===== config.mk =====
export PLATFORM = sky130hd
export DESIGN_NAME = dmem_access_arbiter
export DESIGN_NICKNAME = d
export VERILOG_FILES = /design/src/rtl/dmem_access_arbiter.sv
export SDC_FILE = /design/constraint.sdc
export NUM_CORES = 1
export LEC_CHECK = 0
export ABC_AREA = 1
export CAP_MARGIN = 15
export CORE_MARGIN = 2
export CORE_UTILIZATION = 28
export CTS_CLUSTER_SIZE = 28
export DETAILED_ROUTE_END_ITERATION = 10
export PLACE_DENSITY = 0.57
export SYNTH_ARGS = -nofsm -noshare
export SYNTH_HDL_FRONTEND = slang
export SYNTH_SLANG_ARGS = --single-unit

===== constraint.sdc =====
create_clock -name clk -period 12.41 [get_ports clk]
set_input_delay 2.482 -clock clk [delete_from_list [all_inputs] [get_ports clk]]
set_output_delay 2.482 -clock clk [all_outputs]
set_load 0.005 [all_outputs]

===== src/rtl/dmem_access_arbiter.sv =====
// dmem_access_arbiter: shares the data memory between core and DMA, builds byte lanes,
// waits out the read latency and returns extended load data.
module dmem_access_arbiter #(
  parameter int AW         = 32,
  parameter int DW         = 32,
  parameter int MEM_LAT    = 1,
  parameter int STARVE_MAX = 4
) (
  input  logic            clk,
  input  logic            rst,
  input  logic            core_req_i,
  input  logic            core_we_i,
  input  logic [1:0]      core_size_i,
  input  logic            core_unsigned_i,
  input  logic [AW-1:0]   core_addr_i,
  input  logic [DW-1:0]   core_wdata_i,
  output logic            core_gnt_o,
  output logic            core_rvalid_o,
  output logic [DW-1:0]   core_rdata_o,
  output logic            core_err_o,
  input  logic            dma_req_i,
  input  logic            dma_we_i,
  input  logic [AW-1:0]   dma_addr_i,
  input  logic [DW-1:0]   dma_wdata_i,
  output logic            dma_gnt_o,
  output logic            dma_rvalid_o,
  output logic [DW-1:0]   dma_rdata_o,
  output logic            mem_en_o,
  output logic            mem_we_o,
  output logic [DW/8-1:0] mem_be_o,
  output logic [AW-1:0]   mem_addr_o,
  output logic [DW-1:0]   mem_wdata_o,
  input  logic [DW-1:0]   mem_rdata_i,
  output logic            busy_o
);
  localparam int SW = $clog2(STARVE_MAX + 1);
  typedef enum logic [2:0] {IDLE, ISSUE, WAIT, RESP, ERR} state_t;
  state_t state_q, state_d;
  logic [SW-1:0] starve_q, starve_d;
  logic [2:0] lat_q, lat_d;
  logic own_q, own_d, uns_q, uns_d, we_q, we_d;
  logic [1:0] size_q, size_d, lo_q, lo_d;
  logic mem_en_q, mem_en_d, mem_we_q, mem_we_d;
  logic [DW/8-1:0] mem_be_q, mem_be_d;
  logic [AW-1:0] mem_addr_q, mem_addr_d;
  logic [DW-1:0] mem_wdata_q, mem_wdata_d;
  logic core_rvalid_q, core_rvalid_d, dma_rvalid_q, dma_rvalid_d, core_err_q, core_err_d;
  logic [DW-1:0] core_rdata_q, core_rdata_d, dma_rdata_q, dma_rdata_d, fmt;
  logic [15:0] sh;
  logic idle, dma_win, bad;
  assign idle       = state_q == IDLE;
  assign dma_win    = dma_req_i && (!core_req_i || starve_q == SW'(STARVE_MAX));
  assign core_gnt_o = idle && core_req_i && !dma_win;
  assign dma_gnt_o  = idle && dma_win;
  assign bad = core_size_i == 2'b11 || (core_size_i == 2'b01 && core_addr_i[0]) ||
               (core_size_i == 2'b10 && core_addr_i[1:0] != 2'b00);
  // halves are aligned, so one lane shift serves both byte and half loads
  assign sh  = 16'(mem_rdata_i >> {lo_q, 3'b000});
  assign fmt = size_q == 2'b00 ? {{24{~uns_q & sh[7]}}, sh[7:0]} :
               size_q == 2'b01 ? {{16{~uns_q & sh[15]}}, sh} : mem_rdata_i;
  always_comb begin
    state_d = state_q;
    starve_d = starve_q;
    lat_d = lat_q;
    own_d = own_q;
    uns_d = uns_q;
    we_d = we_q;
    size_d = size_q;
    lo_d = lo_q;
    mem_en_d = 1'b0;
    mem_we_d = 1'b0;
    mem_be_d = '0;
    mem_addr_d = '0;
    mem_wdata_d = '0;
    core_rvalid_d = 1'b0;
    dma_rvalid_d = 1'b0;
    core_err_d = 1'b0;
    core_rdata_d = core_rdata_q;
    dma_rdata_d = dma_rdata_q;
    case (state_q)
      IDLE: begin
        if (dma_req_i && !dma_win) starve_d = starve_q + SW'(1);
        if (dma_gnt_o) begin
          starve_d = '0;
          own_d = 1'b1;
          we_d = dma_we_i;
          size_d = 2'b10;
          uns_d = 1'b0;
          lo_d = 2'b00;
          state_d = ISSUE;
          mem_en_d = 1'b1;
          mem_we_d = dma_we_i;
          mem_be_d = '1;
          mem_addr_d = dma_addr_i & ~AW'(3);
          mem_wdata_d = dma_wdata_i;
        end else if (core_gnt_o) begin
          own_d = 1'b0;
          we_d = core_we_i;
          size_d = core_size_i;
          uns_d = core_unsigned_i;
          lo_d = core_addr_i[1:0];
          state_d = bad ? ERR : ISSUE;
          core_err_d = bad;
          mem_en_d = !bad;
          mem_we_d = !bad && core_we_i;
          mem_be_d = bad ? '0 : core_size_i == 2'b00 ? 4'b0001 << core_addr_i[1:0] :
                     core_size_i == 2'b01 ? 4'b0011 << {core_addr_i[1], 1'b0} : 4'b1111;
          mem_addr_d = bad ? '0 : core_addr_i & ~AW'(3);
          mem_wdata_d = bad ? '0 : core_size_i == 2'b00 ? {4{core_wdata_i[7:0]}} :
                        core_size_i == 2'b01 ? {2{core_wdata_i[15:0]}} : core_wdata_i;
        end
      end
      ISSUE: begin
        state_d = we_q ? IDLE : WAIT;
        lat_d = 3'd1;
      end
      WAIT: begin
        if (lat_q == 3'(MEM_LAT)) begin
          state_d = RESP;
          core_rvalid_d = !own_q;
          dma_rvalid_d = own_q;
          core_rdata_d = own_q ? core_rdata_q : fmt;
          dma_rdata_d = own_q ? mem_rdata_i : dma_rdata_q;
        end else lat_d = lat_q + 3'd1;
      end
      default: state_d = IDLE;
    endcase
  end
  always_ff @(posedge clk or posedge rst) begin
    if (rst) begin
      state_q <= IDLE;
      starve_q <= '0;
      lat_q <= '0;
      own_q <= 1'b0;
      uns_q <= 1'b0;
      we_q <= 1'b0;
      size_q <= '0;
      lo_q <= '0;
      mem_en_q <= 1'b0;
      mem_we_q <= 1'b0;
      mem_be_q <= '0;
      mem_addr_q <= '0;
      mem_wdata_q <= '0;
      core_rvalid_q <= 1'b0;
      dma_rvalid_q <= 1'b0;
      core_err_q <= 1'b0;
      core_rdata_q <= '0;
      dma_rdata_q <= '0;
    end else begin
      state_q <= state_d;
      starve_q <= starve_d;
      lat_q <= lat_d;
      own_q <= own_d;
      uns_q <= uns_d;
      we_q <= we_d;
      size_q <= size_d;
      lo_q <= lo_d;
      mem_en_q <= mem_en_d;
      mem_we_q <= mem_we_d;
      mem_be_q <= mem_be_d;
      mem_addr_q <= mem_addr_d;
      mem_wdata_q <= mem_wdata_d;
      core_rvalid_q <= core_rvalid_d;
      dma_rvalid_q <= dma_rvalid_d;
      core_err_q <= core_err_d;
      core_rdata_q <= core_rdata_d;
      dma_rdata_q <= dma_rdata_d;
    end
  end
  assign mem_en_o      = mem_en_q;
  assign mem_we_o      = mem_we_q;
  assign mem_be_o      = mem_be_q;
  assign mem_addr_o    = mem_addr_q;
  assign mem_wdata_o   = mem_wdata_q;
  assign core_rvalid_o = core_rvalid_q;
  assign core_rdata_o  = core_rdata_q;
  assign core_err_o    = core_err_q;
  assign dma_rvalid_o  = dma_rvalid_q;
  assign dma_rdata_o   = dma_rdata_q;
  assign busy_o        = !idle;
endmodule


## Word level (Yosys, flattened, before mapping)

Cells that the tools add are included.
Widths: inputs -> output; s select.

- Input port bits: 169
- Logic and storage cells: 118
- Memories kept: 0
- Bits in latches: 0
- Output and inout bits: 140
- Memory bits (read-only): 0
- Register bits after elaboration: 153
- Bits in writable memories: 0

- Multiplexer cells: 51
- Multiply operators: 0
- Add/subtract/negate cells: 2
- Bitwise logic cells: 4
- Shifts and indexed selects: 3
- Magnitude comparators: 0
- Div/mod/pow operators: 0
- Equal/unequal tests: 11
- Reductions and logical operators: 29

Operators with widths:

| cell | number |
|---|---|
| $mux 32 | 12 |
| $shr 32x5->16 | 1 |
| $mux 4 | 6 |
| $mux 3 | 7 |
| $mux 1 | 19 |
| $mux 2 | 5 |
| $pmux 3 s3 | 1 |
| $logic_and 1x1->1 | 8 |
| $reduce_and 2->1 | 4 |
| $reduce_bool 2->1 | 4 |
| $add 3x1->3 const B | 2 |
| $eq 3x1->1 const B | 2 |
| $pmux 3 s2 | 1 |
| $reduce_and 3->1 | 2 |
| $logic_not 1->1 | 5 |
| $eq 2x1->1 const B | 2 |
| $eq 2x2->1 const B | 2 |
| $logic_not 2->1 | 2 |
| $ne 2x2->1 const B | 2 |
| $shl 1x2->4 const A | 1 |
| $shl 2x2->4 const A | 1 |
| $eq 3x2->1 const B | 1 |
| $eq 3x3->1 const B | 1 |
| $logic_not 3->1 | 1 |
| other kinds (4) | 8 |

## Depth between registers and ports, before layout

Gate-level depths: netlist (run 1).

- Depth after elaboration: 9
- Depth in mapped cells: 10
- Mapped depth without buffers: 10

## Worst setup path before layout (run 1)

No wires, ideal clock.

- Kind: input to output
- Start: input core_req_i
- End: output core_gnt_o
- Required time: 9.928 ns
- Buffers on the path: 1
- Setup slack: 6.883 ns
- Arrival time: 3.045 ns
- Stages: 5
- Path through: nand2_1 -> nand2_1 -> nand3_2 -> buf_2 -> inv_2

- Cells in the longest elaborated chain, start to end: 5
- Elaborated cells between the ends (all ways): 6
- Those cells by class: 6 x reduce/logical

RTL lines:

| what | RTL line | text |
|---|---|---|
| start, declared | 11 | `input logic core_req_i,` |
| $logic_not 1->1 | 52 | `assign dma_win = dma_req_i && (!core_req_i \|\| starve_q == SW'(STARVE_MAX));` |
| $logic_or 1x1->1 | 52 |  |
| $logic_and 1x1->1 | 52 |  |
| $logic_not 1->1 | 53 | `assign core_gnt_o = idle && core_req_i && !dma_win;` |
| $logic_and 1x1->1 * | 53 |  |
| end, declared | 17 | `output logic core_gnt_o,` |

Every way passes the cells marked *; elsewhere a longest branch is shown, timed or not.

## Final worst setup path (run 1)

Same ends and word-level chain as after synthesis.

==> results of run 1 <==
==> critical path, cell delays in order <==
cell,delay [ns]
clkdlybuf4s50_1,0.49
nand2_1,0.15
nand2_1,0.14
nand3_2,0.09
buf_4,0.48
inv_2,0.21
clkdlybuf4s50_1,0.50
==> per-stage QoR <==
stage	utilization (%)	hold slack [ns]	setup slack, ns	instances	power [mW]
after floorplan	-	0.4369	5.863	877	1.169
after global placement	41.89	0.4577	5.392	1463	1.638
after detailed placement	41.89	0.4648	5.357	1463	1.652
after CTS	44.48	0.4860	5.343	1494	2.230
after global routing	44.48	0.5305	5.210	1494	2.353
final	44.48	0.4745	5.363	1494	2.197
==> cells by family after synthesis <==
family	Yosys count	synth area share [%]
flip-flops	151	53.98
adder cells (fa/ha/maj)	4	0.7150
buffers and inverters	119	7.596
other	1	0.05357
AO/OA/AOI/OAI	176	12.94
XOR/XNOR	1	0.1251
AND/OR/NAND/NOR	424	24.59
==> synth_stat cells (all sizes together) <==
library cell and instances:
a21oi 49, a31oi 2, buf 33, clkbuf 14, conb 1, dfrtp 151
ha 4, inv 72, nand2 282, nand3 38, nand3b 1, nor2 99
nor3 1, o211ai 7, o21ai 116, o21bai 1, o31ai 1, or2 3
xnor2 1
==> cell type report <==
cell class | instances | area, sq um | area share [%]
sequential | 151 | 3779 | 34.72
timing repair buffer | 309 | 3080 | 28.31
multi-input combinational | 607 | 2708 | 24.88
clock buffer | 19 | 432.9 | 3.978
tap | 324 | 405.4 | 3.725
inverter | 72 | 275.3 | 2.530
clock inverter | 12 | 201.4 | 1.851
==> state kept, by name, summed over array words and instances, names as in the netlist <==
register,flops
state_q,3
mem_we_o,1
core_rvalid_o,1
lat_q,3
mem_be_o,4
lo_q,2
core_rdata_o,32
mem_en_o,1
own_q,1
core_err_o,1
mem_addr_o,30
size_q,2
dma_rvalid_o,1
dma_rdata_o,32
mem_wdata_o,32
we_q,1
uns_q,1
starve_q,3
==> final timing paths <==
| path | startpoint | cells past startpoint | slack [ns] | endpoint |
|---|---|---|---|---|
| setup / recovery | core_req_i | 7 | 5.36 | core_gnt_o |
| hold / removal | we_q | 1 | 0.47 | state_q[1] |
| setup reg to reg | lat_q[1] | 9 | 9.94 | core_rdata_o[8] |
| hold reg to reg | we_q | 1 | 0.47 | state_q[1] |
| max in group asynchronous | rst | 3 | 8.45 | mem_wdata_o[22] |
| min in group asynchronous | rst | 2 | 2.58 | dma_rdata_o[10] |
==> layer usage <==
layer	GRT usage [%]	vias to the layer above
li1	-	3332
met4	6.396	0
met5	0	-
met2	30.74	284
met3	5.950	31
met1	23.22	3107
==> power by group through the flow <==
stage,Sequential (mW),Clock [mW],Combinational [mW]
after floorplan,0.760,0,0.408
after global placement,0.770,0,0.868
after detailed placement,0.775,0,0.877
after CTS,0.767,0.582,0.881
after global routing,0.789,0.601,0.963
final,0.766,0.568,0.864
==> flow_metrics.env, run 1 <==
export IMPL_outcome="completed"
export IMPL_number_of_sinks_handled_by_clock_tree_synthesis=151
export IMPL_boundaryPins=309
export IMPL_setup_viol=0
export IMPL_grt_use_total_pct=18.68
export IMPL_timing_worst_slew_pin_value_ns=0.8580
export IMPL_postCtsSetupBuffers=0
export IMPL_clock_tree_from_tritoncts="yes"
export IMPL_antenna_found_initial=0
export IMPL_final_min_clock_period_ns=7.047
export IMPL_grt_pass1_vias=6558
export IMPL_static_leakage_power_nw=4.870
export IMPL_synthDominantAreaCellType="dfrtp_1"
export IMPL_finalMaxSlewViolations=0
export IMPL_core_region_area_sq_um=24460
export IMPL_worst_hold_path_type="reg2reg"
export IMPL_die_w_microns=162.1
export IMPL_drive_gt1_share_pct=5.214
export IMPL_finish_instance_area_sq_um=10880
export IMPL_hpwlAfterDp_mm=18.21
export IMPL_cts_hold_fix_buffers=0
export IMPL_drv_cap=0
export IMPL_htreeDepth=4
export IMPL_synth_cell_types=29
export IMPL_design_die_area_sq_um=26280
export IMPL_layout_cells_most_common="clkdlybuf4s50_1"
export IMPL_portBuffers=304
export IMPL_post_route_period_util_pct=56.79
export IMPL_standard_cell_rows=57
export IMPL_remaining_drc_errors=0
export IMPL_vias_per_cell=4.521
export IMPL_most_common_layout_cells="clkdlybuf4s50_1 (304), nand2_1 (278), dfrtp_1 (151)"
export IMPL_syn_area_per_cell_sq_um=7.991
export IMPL_dr_total_vias=6754
export IMPL_ys_seq_elements=151
export IMPL_share_seq_of_total_power_pct=34.8
export IMPL_slew_limit_headroom_pct=42.80
export IMPL_netlist_instances=876
export IMPL_crit_path_max_fanout=60
export IMPL_yosys_warnings=0
export IMPL_met3_wirelength_mm=1.941
export IMPL_netlist_area_leader_share_pct=53.98
export IMPL_max_vdd_ir_drop_v=0.00008602
export IMPL_areaGrowthSynthToFinish_pct=55.44
export IMPL_path_clk_slew_ns=0.06
export IMPL_drt_wirelength_per_cell_microns=16.46
export IMPL_highest_signal_layer="met4"
export IMPL_power_density_nw_per_um2=201.9
export IMPL_cts_buffer_depth=2
export IMPL_grt_first_pass_wirelength_mm=37.37
export IMPL_clock_latency_reported_for_the_late_side_of_the_worst_skew_pair_ns=0.42
export IMPL_worstPathRequired_ns=9.93
export IMPL_hold_violations=0
export IMPL_num_antenna_cells=0
export IMPL_drt_iter0_drc=401
export IMPL_n_fill_cell=2509
export IMPL_die_span_in_y_microns=162.1
export IMPL_antenna_nets_post_route=0
export IMPL_clk_root_buffer_cell="clkbuf_16"
export IMPL_crit_type="in2out"
export IMPL_routabilityCongestion=0.8389
export IMPL_post_synth_main_area_contributors="dfrtp_1 (54%), nand2_1 (15%), o21ai_0 (6.8%)"
export IMPL_switching_share_pct=33.70
export IMPL_cp_data_arrival_time_ns=4.57
export IMPL_share_clk_of_total_power_pct=25.8
export IMPL_grt_setup_unrepaired="no"
export IMPL_ctsResizeCount=0
export IMPL_crit_path_end_kind="output port"
export IMPL_detailedRoute_firstPassIterationCount=4
export IMPL_route_final_wire_length_mm=24.59
export IMPL_placed_area_sq_um=10250
export IMPL_met1_length_mm=10.33
export IMPL_start_kind="primary input"
export IMPL_maxClockFrequency_mhz=141.9
export IMPL_maximum_number_of_pins_on_one_net_before_global_route_repair=88
export IMPL_share_comb_of_total_power_pct=39.3
export IMPL_dr_wl_met2_mm=11.67
export IMPL_initial_core_util_pct=28.62
export IMPL_p_int_mw=1.457
export IMPL_grt_ovfl_total=0
export IMPL_design_final_nets=1331
export IMPL_syn_area_sq_um=7000
export IMPL_finalSetupTns_ns=0
export IMPL_clock_skew_ns=0.01156
export IMPL_cts_made_buffers=17
export IMPL_seq_total_area_yosys_pct=53.98
export IMPL_switching_power_uw=740.5
Note: power is estimated with default switching activity, not from simulation.
==> inputs of run 2 (changes only) <==
==> constraint.sdc (replaced) <==
create_clock -name clk -period 6.9 [get_ports clk]
set_input_delay 1.38 -clock clk [delete_from_list [all_inputs] [get_ports clk]]
set_output_delay 1.38 -clock clk [all_outputs]
set_load 0.005 [all_outputs]
==> run 2 against run 1 <==
Sequential share of layout area barely moved; non-clock buffer count did not move; final area barely moved; power rose by 80%; sequential power rose by 80%; clock-buffer cell count rose by 1; via count fell by 0.80%; critical path depth fell by 1; critical path type unchanged.
==> flow_metrics.env, run 2 (synthesis gave the netlist of run 1 again) <==
export IMPL_crit_path_end_kind="output port"
export IMPL_core_region_area_sq_um=24460
export IMPL_static_leakage_power_nw=4.875
export IMPL_dr_total_vias=6700
export IMPL_most_common_layout_cells="clkdlybuf4s50_1 (304), nand2_1 (278), dfrtp_1 (151)"
export IMPL_cts_buffer_depth=2
export IMPL_switching_power_mw=1.327
export IMPL_standard_cell_rows=57
export IMPL_detailedRoute_firstPassIterationCount=4
export IMPL_post_route_worst_setup_slack_ns=2.069
export IMPL_grt_setup_unrepaired="no"
export IMPL_routabilityCongestion=0.8231
export IMPL_grt_use_total_pct=18.41
export IMPL_power_density_nw_per_um2=363.0
export IMPL_drt_wirelength_per_cell_microns=16.36
export IMPL_start_kind="primary input"
export IMPL_cts_hold_fix_buffers=0
export IMPL_max_vdd_ir_drop_v=0.0001579
export IMPL_switching_share_pct=33.60
export IMPL_clock_skew_ns=0.01418
export IMPL_grt_ovfl_total=0
export IMPL_die_w_microns=162.1
export IMPL_post_route_period_util_pct=70.02
export IMPL_path_clk_slew_ns=0.06
export IMPL_slew_limit_headroom_pct=40.87
export IMPL_outcome="completed"
export IMPL_share_seq_of_total_power_pct=34.8
export IMPL_layout_cells_most_common="clkdlybuf4s50_1"
export IMPL_cp_data_arrival_time_ns=3.45
export IMPL_maximum_number_of_pins_on_one_net_before_global_route_repair=95
export IMPL_setup_viol=0
export IMPL_slowest_delay_ns=0.63
export IMPL_postCtsSetupBuffers=0
export IMPL_crit_type="in2out"
export IMPL_crit_path_max_fanout=66
export IMPL_cell_by_cell_trace_of_the_critical_path="clkdlybuf4s50_1, nand2_1, nand2_1, nor2_4, buf_4, clkdlybuf4s50_1"
export IMPL_final_min_clock_period_ns=4.831
export IMPL_design_final_nets=1331
export IMPL_clk_root_buffer_cell="clkbuf_16"
export IMPL_finalMaxSlewViolations=0
export IMPL_die_span_in_y_microns=162.1
export IMPL_design_die_area_sq_um=26280
export IMPL_boundaryPins=309
export IMPL_remaining_drc_errors=0
export IMPL_clock_latency_reported_for_the_late_side_of_the_worst_skew_pair_ns=0.42
export IMPL_hold_violations=0
export IMPL_worst_path_max_delay_cell="clkdlybuf4s50_1"
export IMPL_share_comb_of_total_power_pct=39.3
export IMPL_power_total_mw=3.950
export IMPL_antenna_nets_post_route=0
export IMPL_drive_gt1_share_pct=5.128
export IMPL_antenna_found_initial=0
export IMPL_worst_hold_path_type="reg2reg"
export IMPL_final_util_pct=44.49
export IMPL_share_clk_of_total_power_pct=25.9
export IMPL_route_final_wire_length_mm=24.45
export IMPL_grt_first_pass_wirelength_mm=37.05
export IMPL_htreeDepth=4
export IMPL_cp_buffers_inverters=3
export IMPL_clock_tree_from_tritoncts="yes"
export IMPL_num_antenna_cells=0
export IMPL_worstPathRequired_ns=5.52
export IMPL_cts_made_buffers=17
export IMPL_initial_core_util_pct=28.62
export IMPL_dp_slack_ns=2.068
export IMPL_timing_worst_slew_pin_value_ns=0.8870
export IMPL_areaGrowthSynthToFinish_pct=55.46
export IMPL_hpwlAfterDp_mm=18.07
export IMPL_grt_pass1_vias=6558
export IMPL_worst_path_dominant_cell_family="buffers and inverters"
export IMPL_number_of_sinks_handled_by_clock_tree_synthesis=151
export IMPL_vias_per_cell=4.485
export IMPL_p_int_mw=2.623
export IMPL_drt_iter0_drc=397
export IMPL_drv_cap=0
export IMPL_maxClockFrequency_mhz=207.0
export IMPL_finalSetupTns_ns=0
export IMPL_ctsResizeCount=0
export IMPL_portBuffers=304
run 2: worst paths after layout:
kind	cells after the start	end	slack (ns)	startpoint
worst max register to register	9	core_rdata_o[10]	4.41	lat_q[1]
max in group asynchronous	3	mem_addr_o[12]	4.02	rst
min in group asynchronous	2	mem_addr_o[31]	1.48	rst
worst min-delay path	1	state_q[1]	0.46	we_q
worst max-delay path	6	dma_gnt_o	2.07	core_req_i
worst min register to register	1	state_q[1]	0.46	we_q
run 2: through the flow:
stage               hold WS, ns  cells  area, sq um
floorplan                0.4369    877         7004
global placement         0.4502   1463        10250
CTS                      0.4632   1494        10880
finish                   0.4648   1494        10880
global route             0.4927   1494        10880
detailed placement       0.4745   1463        10250
run 2: metal layers:
metal  GRT usage, %  vias up  wire (microns)
met2          31.39      263           11920
met1          22.18     3093           10010
met3          6.282       18            2107
met4          5.109        0             400
li1               -     3326               -
met5              0        -               0
run 2: final cells by class:
class                           instances  area (sq um)
Clock buffer                           20         436.7
Timing Repair Buffer                  309          3080
Tap cell                              324         405.4
Multi-Input combinational cell        607          2708
Fill cell                            2454         13580
Clock inverter                         11         198.9
Inverter                               72         275.3
Sequential cell                       151          3779
run 2: worst reg2reg max path, cell delays in order (launching register included):
cell     delay, ns
dfrtp_1       0.38
inv_1         0.07
ha_1          0.13
nand2_1       0.14
nor2_1        0.12
nand2_1       0.32
inv_2         0.63
nand2_4       0.31
inv_1         0.19
a21oi_1       0.09
run 2: power groups by stage:
stage,clock (mW),sequential [mW],combinational [mW]
final,1.02,1.38,1.55
after global routing,1.09,1.42,1.72
after CTS,1.05,1.38,1.58
after detailed placement,0,1.39,1.57
after global placement,0,1.39,1.56
after floorplan,0,1.37,0.735
